<file path="src/rtl/mod_dp_pkg.sv">
// Shared definitions for the repeated-subtraction modulo unit:
// CU opcodes, CU state encoding and default datapath width.
package mod_dp_pkg;

    localparam int unsigned DP_W_DEFAULT = 8;

    typedef enum logic [1:0] {
        OP_MOD = 2'b00
    } mod_op_e;

    typedef enum logic [1:0] {
        IDLE     = 2'b00,
        LOAD_A   = 2'b01,
        SUBTRACT = 2'b10
    } mod_cu_state_e;

endpackage

</file>
<file path="src/rtl/mod_sub_cmp.sv">
// W-bit unsigned subtractor and less-than comparator shared by the
// modulo datapath.
module mod_sub_cmp
    import mod_dp_pkg::*;
#(
    parameter int unsigned W = DP_W_DEFAULT
) (
    input  logic [W-1:0] a,
    input  logic [W-1:0] b,
    output logic [W-1:0] diff,
    output logic         lt
);

    always_comb begin
        diff = a - b;
        lt   = (a < b);
    end

endmodule

</file>
<file path="src/rtl/mod_dp.sv">
// Datapath of the repeated-subtraction modulo unit: operand registers,
// step logic, result/flag registers and a saturating iteration counter.
module mod_dp
    import mod_dp_pkg::*;
#(
    parameter int unsigned W      = DP_W_DEFAULT,
    parameter int unsigned ITER_W = W
) (
    input  logic              clk,
    input  logic              reset,
    input  logic              load,
    input  logic              enable,
    input  logic              subtract,
    input  logic [W-1:0]      A,
    input  logic [W-1:0]      B,
    output logic              temp_lt_B,
    output logic [W-1:0]      result,
    output logic              done,
    output logic              div_by_zero,
    output logic [ITER_W-1:0] iter_count
);

    logic [W-1:0]      r_temp;
    logic [W-1:0]      r_b;
    logic [W-1:0]      r_result;
    logic              r_done;
    logic              r_div0;
    logic [ITER_W-1:0] r_iter;

    logic [W-1:0]      w_diff;
    logic              w_lt;
    logic              w_b_zero;
    logic              w_temp_lt_b;

    mod_sub_cmp #(.W(W)) u_sub_cmp (
        .a    (r_temp),
        .b    (r_b),
        .diff (w_diff),
        .lt   (w_lt)
    );

    // A zero divisor forces "less than" so the control unit terminates at once.
    always_comb begin
        w_b_zero    = (r_b == '0);
        w_temp_lt_b = w_lt | w_b_zero;
    end

    always_ff @(posedge clk or posedge reset) begin
        if (reset) begin
            r_temp   <= '0;
            r_b      <= '0;
            r_result <= '0;
            r_done   <= 1'b0;
            r_div0   <= 1'b0;
            r_iter   <= '0;
        end else if (load) begin
            r_temp   <= A;
            r_b      <= B;
            r_result <= '0;
            r_done   <= 1'b0;
            r_div0   <= (B == '0);
            r_iter   <= '0;
        end else if (enable && subtract) begin
            if (!w_temp_lt_b) begin
                r_temp <= w_diff;
                if (r_iter != '1) begin
                    r_iter <= r_iter + ITER_W'(1);
                end
            end else begin
                r_result <= r_temp;
                r_done   <= 1'b1;
            end
        end
    end

    always_comb begin
        temp_lt_B   = w_temp_lt_b;
        result      = r_result;
        done        = r_done;
        div_by_zero = r_div0;
        iter_count  = r_iter;
    end

endmodule

</file>
<file path="config.mk">
export PLATFORM = sky130hd
export DESIGN_NAME = mod_dp
export DESIGN_NICKNAME = d
export VERILOG_FILES = /design/src/rtl/mod_dp_pkg.sv /design/src/rtl/mod_sub_cmp.sv /design/src/rtl/mod_dp.sv
export SDC_FILE = /design/constraint.sdc
export NUM_CORES = 1
export LEC_CHECK = 0
export BUFFER_PORTS_ARGS = -buffer_cell sky130_fd_sc_hd__buf_4
export CAP_MARGIN = 20
export CORE_ASPECT_RATIO = 1.4
export CORE_MARGIN = 1.5
export CORE_UTILIZATION = 50
export CTS_CLUSTER_DIAMETER = 60
export DETAILED_ROUTE_END_ITERATION = 10
export GPL_TIMING_DRIVEN = 1
export PLACE_DENSITY = 0.73
export SYNTH_ARGS = -nofsm -noshare
export SYNTH_HDL_FRONTEND = slang
export SYNTH_SLANG_ARGS = --single-unit
</file>
<file path="constraint.sdc">
create_clock -name clk -period 7.2 [get_ports clk]
set_input_delay 0.72 -clock clk [delete_from_list [all_inputs] [get_ports clk]]
set_output_delay 0.72 -clock clk [all_outputs]
set_load 0.02 [all_outputs]
</file>
==> qor.txt, run 1 <==
outcome -> completed
Least-Margin Pin Slew -> 1.071 ns
complex-gate fraction of the synthesized area -> 0.2265
total stage count of the critical path -> 8
RSZ-0062 raised after global routing -> false
combinational family with the most area after synthesis -> compound AO/OA/AOI/OAI gates
DRT iter0 DRCs -> 75
CTS-repair resized insts -> 0
multiplexer share of the synthesized area -> 0.03513
H-tree depth -> 2
Startpoint Class -> flip-flop
CP Data Arrival Time -> 2.79 ns
Max Slew Vio Count -> 0
skew final -> 0.003682 ns
area grow syn2layout -> 19.50%
critical setup path kind -> flip-flop to primary output
number of fill cells in the layout -> 356
final hold violation count -> 0
Synth cell types -> 48
antenna violations before repair -> 0
Detail Placement HPWL -> 3145 µm
Vias per Instance -> 5.815
nets@finish -> 289
CP max FO -> 18
cell type with the largest total area after synthesis -> dfrtp_1
Placer Congestion -> 0.8382
CTS buffer count -> 5
Mean Syn Cell Area -> 9.263 µm²
vias in the first global route -> 1,675
EDFF count, synth -> 0
I/O pins -> 40
cell count after synthesis -> 223
die width -> 57.33 µm
CP delay by family, top -> compound AO/OA/AOI/OAI gates
Seq cells post-synth -> 34
RR Endpoint -> r_temp[3]$_DFFE_PP0P_
CP Capture Point -> temp_lt_B
root buf cell -> clkbuf_8
Critical Path RT -> 6.48 ns
most frequent cells in the layout -> 40 x buf_4, 34 x dfrtp_1, 21 x a21oi_1
synthesized cell area -> 2066 µm²
Reg clk slew, reported paths -> 0.07 ns
Yosys top cell area share -> 0.4119
Worst R2R Start -> r_temp[0]$_DFFE_PP0P_
CTS tree -> built
setup bufs post-CTS -> 0
Util after Layout -> 0.6246
crit path from -> r_temp[0]$_DFFE_PP0P_
grt total ovfl -> 0
Post-Synth Simple-Gate Area -> 0.1969
Placeable Area -> 3953 µm²
Max Cap Violations -> 0
WP buf/inv -> 3
clk sinks -> 34
IO Port Bufs -> 39
min Tclk post-route -> 3.505 ns
via count -> 1,756
share of cells above drive strength 1 -> 0.2394
total die area -> 4532 µm²
first-pass GRT wire length -> 7341 µm
average wire per cell in the routed design -> 14.73 µm
Post-Synth XOR/XNOR Area -> 0.008480
Leak -> 1.124 nW
R2R setup slack -> 4.11 ns
wirelength, routed -> 4448 µm
gr usage total -> 0.2063
DRC Markers -> 0
Final ANT Viol Nets -> 0
hold path cells -> 2
endpoint class of the critical path -> primary output
worst vdd ir -> 0.1722 mV
Setup TNS Final -> 0 ns
Post-CTS Hold Fix Bufs -> 0
post-synth net total -> 254
period utilization -> 0.4868
row cnt -> 27
yosys synthesis warning count -> 0
Max Root-Sink Buffers -> 2
setup violators final -> 0
r2r worst-path depth -> 9
largest net degree at the start of global routing -> 55
clock latency on the worst-skew pair -> 0.29 ns
worst hold path type -> flip-flop to flip-flop
Synth Area in Adders -> 0.06420
# diodes -> 0
Seq/Total Area, Yosys -> 0.4119
Synth area leaders -> dfrtp_1 41%, ha_1 5.5%, a21oi_1 5.1%, o21ai_0 4.4%, a21bo_2 3.9%
most common cell after layout, fill and taps aside -> buf_4
Main synth FF type -> dfrtp_1
max incr delay on CP -> 0.64 ns
asr flop ratio synth -> 1.000
most used cell, CP -> inv_1
slew margin rel. -> 0.2845
fmax -> 0.2853 GHz
cell at the slowest stage of the critical path -> o31ai_4
Pwr Density -> 222.6 nW/µm²
cells along the critical path -> inv_1 -> ha_1 -> inv_1 -> fa_1 -> a211oi_2 -> nor4_4 -> o31ai_4 -> buf_4
Initial Utilization -> 0.5226
Initial DRT Pass Iterations -> 4
Die Ht -> 79.05 µm
state kept, by name (all words and copies together), names as in the netlist:
register and flops:
div_by_zero 1, r_temp 8, iter_count 8, done 1, r_b 8, result 8
power breakdown:
part / switching [mW] / leakage, nW / internal, mW
registers: 0.0122 / 0.441 / 0.205
clock network: 0.0696 / 0.0524 / 0.104
logic: 0.0938 / 0.631 / 0.0651
metrics by stage:
step	instance area (µm²)	hold WS [ns]	instances	power (mW)	worst slack (ns)
after detailed placement	2362	0.5023	294	0.3787	4.019
after CTS	2469	0.5187	302	0.5514	3.701
after global routing	2469	0.5502	302	0.5758	3.551
after floorplan	2066	0.5085	223	0.3369	4.401
after global placement	2362	0.5054	294	0.3752	4.122
final	2469	0.5163	302	0.5496	3.695
cell families (layout without fill, tap and decap cells):
logic type,Yosys count,in the layout
and+or+nand+nor,76,76
DFF,34,34
AOI/OAI and AO/OA,66,66
xor gates and xnor gates,2,2
muxes,7,7
adders and majority gates,10,10
buffers and inverters,28,64
worst min-delay path, stage by stage, from the launching register on:
cell and delay (ns):
dfrtp_1 0.35, a21oi_1 0.04, nor2_1 0.08
cells in the mapped netlist (2+ instances only):
master,number
o21ai_0,18
dfrtp_1,34
nand2b_1,3
a21bo_2,8
nand2_1,20
nand3_1,12
nor4_1,5
mux2i_1,5
mux2_2,2
a211oi_1,4
nor2b_1,5
a221o_1,2
nand4_1,3
nor3_1,4
clkbuf_1,6
buf_2,4
inv_1,16
or3_1,5
a21oi_1,21
ha_1,9
nor2_1,10
area by class of cell:
cell class              count  area, µm²  area share
repair buffers             40      300.3      0.1216
multi-input cells         161       1097      0.4445
clock buffers               7      76.32     0.03092
well taps                  43      53.80     0.02179
clock inverters             1      30.03     0.01216
flip-flops and latches     34      850.8      0.3447
inverters                  16      60.06     0.02433
worst min-delay path by stage:
stage                                   from  slack (ns)            endpoint
final                       done$_DFFE_PP0P_        0.52    done$_DFFE_PP0P_
after detailed placement    done$_DFFE_PP0P_        0.50    done$_DFFE_PP0P_
after CTS                   done$_DFFE_PP0P_        0.52    done$_DFFE_PP0P_
after floorplan           r_b[0]$_DFFE_PP0P_        0.51  r_b[0]$_DFFE_PP0P_
after global routing        done$_DFFE_PP0P_        0.55    done$_DFFE_PP0P_
after global placement      done$_DFFE_PP0P_        0.51    done$_DFFE_PP0P_
metal layers:
metal,global-route usage,share of wire,vias to the layer above
met5,0,0,-
met4,0.08605,0.019,0
li1,-,-,874
met3,0.04235,0.036,9
met1,0.2563,0.43,841
met2,0.3448,0.51,32
Power figures use the tool's default switching activity.
==> inputs of run 2 (changes only) <==
==> constraint.sdc (replaced) <==
create_clock -name clk -period 3.4 [get_ports clk]
set_input_delay 0.34 -clock clk [delete_from_list [all_inputs] [get_ports clk]]
set_output_delay 0.34 -clock clk [all_outputs]
set_load 0.02 [all_outputs]
==> run 2 against run 1 <==
Against the previous run: clock power increased by 77%; flip-flop and latch count unchanged; non-clock buffer count increased by 4; clock skew decreased by 0.0016 ns; routed wire length decreased by 0.56%; hold slack got worse by 0.37 ns; register-to-register slack got worse by 3.3 ns; critical path type unchanged; die area unchanged; global-route usage increased by 0.87 points; combinational power increased by 110%; highest routed layer unchanged; critical endpoint unchanged; total power increased by 100%.
==> qor.txt, run 2 (synthesized netlist as in run 1, its figures left out) <==
outcome -> completed
final setup margin -> 0.6091 ns
Critical Path RT -> 3.06 ns
wirelength, routed -> 4423 µm
CP Capture Point -> temp_lt_B
area grow syn2layout -> 20.23%
CTS tree -> built
I/O pins -> 40
skew final -> 0.002084 ns
Max Cap Violations -> 0
Detail Placement HPWL -> 3261 µm
most common cell after layout, fill and taps aside -> buf_4
R2R setup slack -> 0.86 ns
Least-Margin Pin Slew -> 0.4747 ns
Initial DRT Pass Iterations -> 4
worst slack, placed -> 0.8766 ns
Pwr Density -> 446.1 nW/µm²
worst hold path type -> primary input to async pin
final hold violation count -> 0
Initial Utilization -> 0.5226
Max Root-Sink Buffers -> 2
Placer Congestion -> 0.8554
r2r worst-path depth -> 10
worst vdd ir -> 0.3876 mV
period utilization -> 0.8208
die width -> 57.33 µm
slew margin rel. -> 0.6835
grt met1 use -> 0.2729
Setup TNS Final -> 0 ns
gr busiest metal -> met2
antenna violations before repair -> 0
met3 Usage GRT -> 0.03909
DRC Markers -> 0
largest net degree at the start of global routing -> 55
CP Data Arrival Time -> 2.45 ns
Util after Layout -> 0.6284
critical setup path kind -> flip-flop to primary output
via count -> 1,760
grt total ovfl -> 0
CP max FO -> 8
RSZ-0062 raised after global routing -> false
Vias per Instance -> 5.752
Reg clk slew, reported paths -> 0.07 ns
Startpoint Class -> flip-flop
endpoint class of the critical path -> primary output
Max Slew Vio Count -> 0
row cnt -> 27
setup bufs post-CTS -> 0
vias in the first global route -> 1,649
total die area -> 4532 µm²
setup violators final -> 0
final hold slack -> 0.1495 ns
# diodes -> 0
Worst R2R Start -> r_temp[0]$_DFFE_PP0P_
IO Port Bufs -> 39
most frequent cells in the layout -> 44 x buf_4, 34 x dfrtp_1, 21 x a21oi_1
min Tclk post-route -> 2.791 ns
average wire per cell in the routed design -> 14.45 µm
CTS-repair resized insts -> 0
Die Ht -> 79.05 µm
Pwr Total -> 1.108 mW
fmax -> 0.3583 GHz
number of fill cells in the layout -> 352
Placeable Area -> 3953 µm²
DRT iter0 DRCs -> 39
root buf cell -> clkbuf_8
gr usage total -> 0.2150
RR Endpoint -> iter_count[5]$_DFFE_PP0P_
crit path from -> r_temp[0]$_DFFE_PP0P_
first-pass GRT wire length -> 7576 µm
share of cells above drive strength 1 -> 0.2548
nets@finish -> 293
clock latency on the worst-skew pair -> 0.28 ns
clk sinks -> 34
H-tree depth -> 2
GRT met2 Usage -> 0.3575
Post-CTS Hold Fix Bufs -> 0
Leak -> 1.139 nW
CTS buffer count -> 5
Final ANT Viol Nets -> 0
[run 2: cell type report]
| type | instances | area, µm² | share of cell area |
|---|---|---|---|
| clock buffers | 7 | 86.33 | 0.03476 |
| clock inverters | 1 | 5.005 | 0.002015 |
| inverters | 16 | 60.06 | 0.02418 |
| multi-input cells | 161 | 1097 | 0.4418 |
| flip-flops and latches | 34 | 850.8 | 0.3426 |
| well taps | 43 | 53.80 | 0.02166 |
| repair buffers | 44 | 330.3 | 0.1330 |
[run 2: worst min path at each step]
stage | to | slack [ns] | cells after the start | start
floorplan | r_b[1]$_DFFE_PP0P_ | 0.46 | 2 | B[1]
global placement | done$_DFFE_PP0P_ | 0.47 | 3 | reset
detailed placement | result[0]$_DFFE_PP0P_ | 0.47 | 3 | reset
CTS | result[0]$_DFFE_PP0P_ | 0.16 | 3 | reset
global route | done$_DFFE_PP0P_ | 0.19 | 3 | reset
finish | done$_DFFE_PP0P_ | 0.15 | 3 | reset
[run 2: worst max-delay path: stages (launching register included)]
cell and delay, ns:
dfrtp_1 0.40, inv_1 0.07, ha_1 0.16, inv_1 0.05, fa_1 0.40, a211oi_2 0.34, nor4_4 0.12, o31ai_4 0.40
buf_4 0.22
[run 2: per-stage QoR]
stage               instances  area [µm²]
global placement          298        2392
global route              306        2484
CTS                       306        2484
floorplan                 223        2066
detailed placement        298        2392
finish                    306        2484
[run 2: routing by layer]
layer | wire length [µm] | up-vias | part of all wire
li1 | - | 884 | -
met1 | 1863 | 821 | 0.42
met2 | 2282 | 46 | 0.52
met3 | 164 | 9 | 0.037
met4 | 113 | 0 | 0.026
met5 | 0 | - | 0
[run 2: where the power goes]
| group | switching (mW) | leakage (nW) | internal [mW] | total (mW) |
|---|---|---|---|---|
| sequential | 0.0259 | 0.441 | 0.435 | 0.461 |
| clock | 0.143 | 0.0482 | 0.163 | 0.306 |
| combinational | 0.197 | 0.649 | 0.145 | 0.341 |
==> inputs of run 3 (changes only) <==
==> constraint.sdc (replaced) <==
create_clock -name clk -period 2.75 [get_ports clk]
set_input_delay 0.275 -clock clk [delete_from_list [all_inputs] [get_ports clk]]
set_output_delay 0.275 -clock clk [all_outputs]
set_load 0.02 [all_outputs]
==> run 3 against run 2 <==
Against the previous run: sequential power up 23%; cell count unchanged; highest routed layer unchanged; flip-flop and latch count unchanged; core utilization up 0.38 points.
==> qor.txt, run 3 (synthesized netlist as in run 1, its figures left out) <==
placed cells -> 298
outcome -> completed
nets@finish -> 293
Util after Layout -> 0.6322
IO Port Bufs -> 39
fmax -> 0.3845 GHz
WP buf/inv -> 3
Pwr Total -> 1.441 mW
slew margin rel. -> 0.6742
critical setup path kind -> flip-flop to primary output
setup violators final -> 0
worst slack, placed -> 0.2256 ns
r2r worst-path depth -> 10
grt total ovfl -> 0
Critical Path RT -> 2.48 ns
Pwr Density -> 576.9 nW/µm²
gr usage total -> 0.2136
row cnt -> 27
Final ANT Viol Nets -> 0
Placeable Area -> 3953 µm²
Post-CTS Hold Fix Bufs -> 0
Least-Margin Pin Slew -> 0.4886 ns
CP delay by family, top -> compound AO/OA/AOI/OAI gates
# diodes -> 0
DRC Markers -> 0
total stage count of the critical path -> 8
total die area -> 4532 µm²
Max Root-Sink Buffers -> 2
Max Cap Violations -> 0
cell at the slowest stage of the critical path -> dfrtp_1
wirelength, routed -> 4465 µm
period utilization -> 0.9458
CTS tree -> built
Setup TNS Final -> 0 ns
Initial DRT Pass Iterations -> 4
Leak -> 1.143 nW
multi-input logic area -> 1097 µm²
Reg clk slew, reported paths -> 0.07 ns
skew final -> 0.005861 ns
antenna violations before repair -> 0
Placer Congestion -> 0.8741
largest net degree at the start of global routing -> 55
I/O pins -> 40
placed cell area -> 2392 µm²
H-tree depth -> 2
Final Non-Filler Cells -> 306
root buf cell -> clkbuf_8
max incr delay on CP -> 0.40 ns
CP Data Arrival Time -> 2.33 ns
number of fill cells in the layout -> 346
via count -> 1,780
Initial Utilization -> 0.5226
min Tclk post-route -> 2.601 ns
DRT iter0 DRCs -> 67
clk sinks -> 34
most frequent cells in the layout -> 44 x buf_4, 34 x dfrtp_1, 21 x a21oi_1
CP max FO -> 4
worst vdd ir -> 0.3491 mV
Max Slew Vio Count -> 0
final instance area -> 2499 µm²
final hold violation count -> 0
endpoint class of the critical path -> primary output
clock latency on the worst-skew pair -> 0.29 ns
CTS buffer count -> 5
CTS-repair resized insts -> 0
share of cells above drive strength 1 -> 0.2510
Startpoint Class -> flip-flop
Register Area -> 850.8 µm²
area grow syn2layout -> 20.96%
cells along the critical path -> inv_1 -> ha_1 -> inv_1 -> fa_1 -> a211oi_2 -> nor4_4 -> o31ai_4 -> buf_4
die width -> 57.33 µm
final hold slack -> 0.08158 ns
Vias per Instance -> 5.817
most used cell, CP -> inv_1
vias in the first global route -> 1,604
most common cell after layout, fill and taps aside -> buf_4
Detail Placement HPWL -> 3206 µm
first-pass GRT wire length -> 7452 µm
Die Ht -> 79.05 µm
setup bufs post-CTS -> 0
RSZ-0062 raised after global routing -> false
average wire per cell in the routed design -> 14.59 µm
final setup margin -> 0.1491 ns
worst hold path type -> primary input to async pin
run 3: cell types whose count changed in the layout (fill, tap and decap cells not counted):
cell / delta
clkinv_2: -1
clkbuf_1: +1
clkbuf_8: -1
bufinv_16: +1
run 3: worst register-to-register path: stages, from the launching register on:
cell	delay, ns
dfrtp_1	0.40
inv_1	0.06
ha_1	0.16
inv_1	0.05
fa_1	0.40
a211oi_2	0.35
nor4_4	0.12
o311ai_4	0.28
buf_4	0.26
a311oi_1	0.08
a221o_1	0.28
run 3: metal layers:
metal  track usage  vias to the layer above  wire length, µm
li1              -                      879                -
met1        0.2691                      846             1865
met2        0.3471                       46             2354
met3       0.04235                        9              153
met4        0.1047                        0               92
met5             0                        -                0
run 3: final timing paths:
path / from / end / slack (ns)
worst max-delay path: r_temp[0]$_DFFE_PP0P_ / temp_lt_B / 0.15
worst min-delay path: reset / r_temp[1]$_DFFE_PP0P_ / 0.08
worst max register to register: r_temp[0]$_DFFE_PP0P_ / r_temp[6]$_DFFE_PP0P_ / 0.20
worst min register to register: done$_DFFE_PP0P_ / done$_DFFE_PP0P_ / 0.52
max in group asynchronous: reset / r_b[6]$_DFFE_PP0P_ / 2.35
min in group clk: A[2] / r_temp[2]$_DFFE_PP0P_ / 0.19
run 3: area by class of cell:
class	count	area share
Clock buffer	7	0.03055
Clock inverter	1	0.01202
Inverter	16	0.02404
Multi-Input combinational cell	161	0.4392
Sequential cell	34	0.3405
Tap cell	43	0.02153
Timing Repair Buffer	44	0.1322
run 3: power breakdown:
| group | switching (mW) | internal, mW |
|---|---|---|
| Sequential | 0.0318 | 0.538 |
| Combinational | 0.243 | 0.179 |
| Clock | 0.180 | 0.271 |
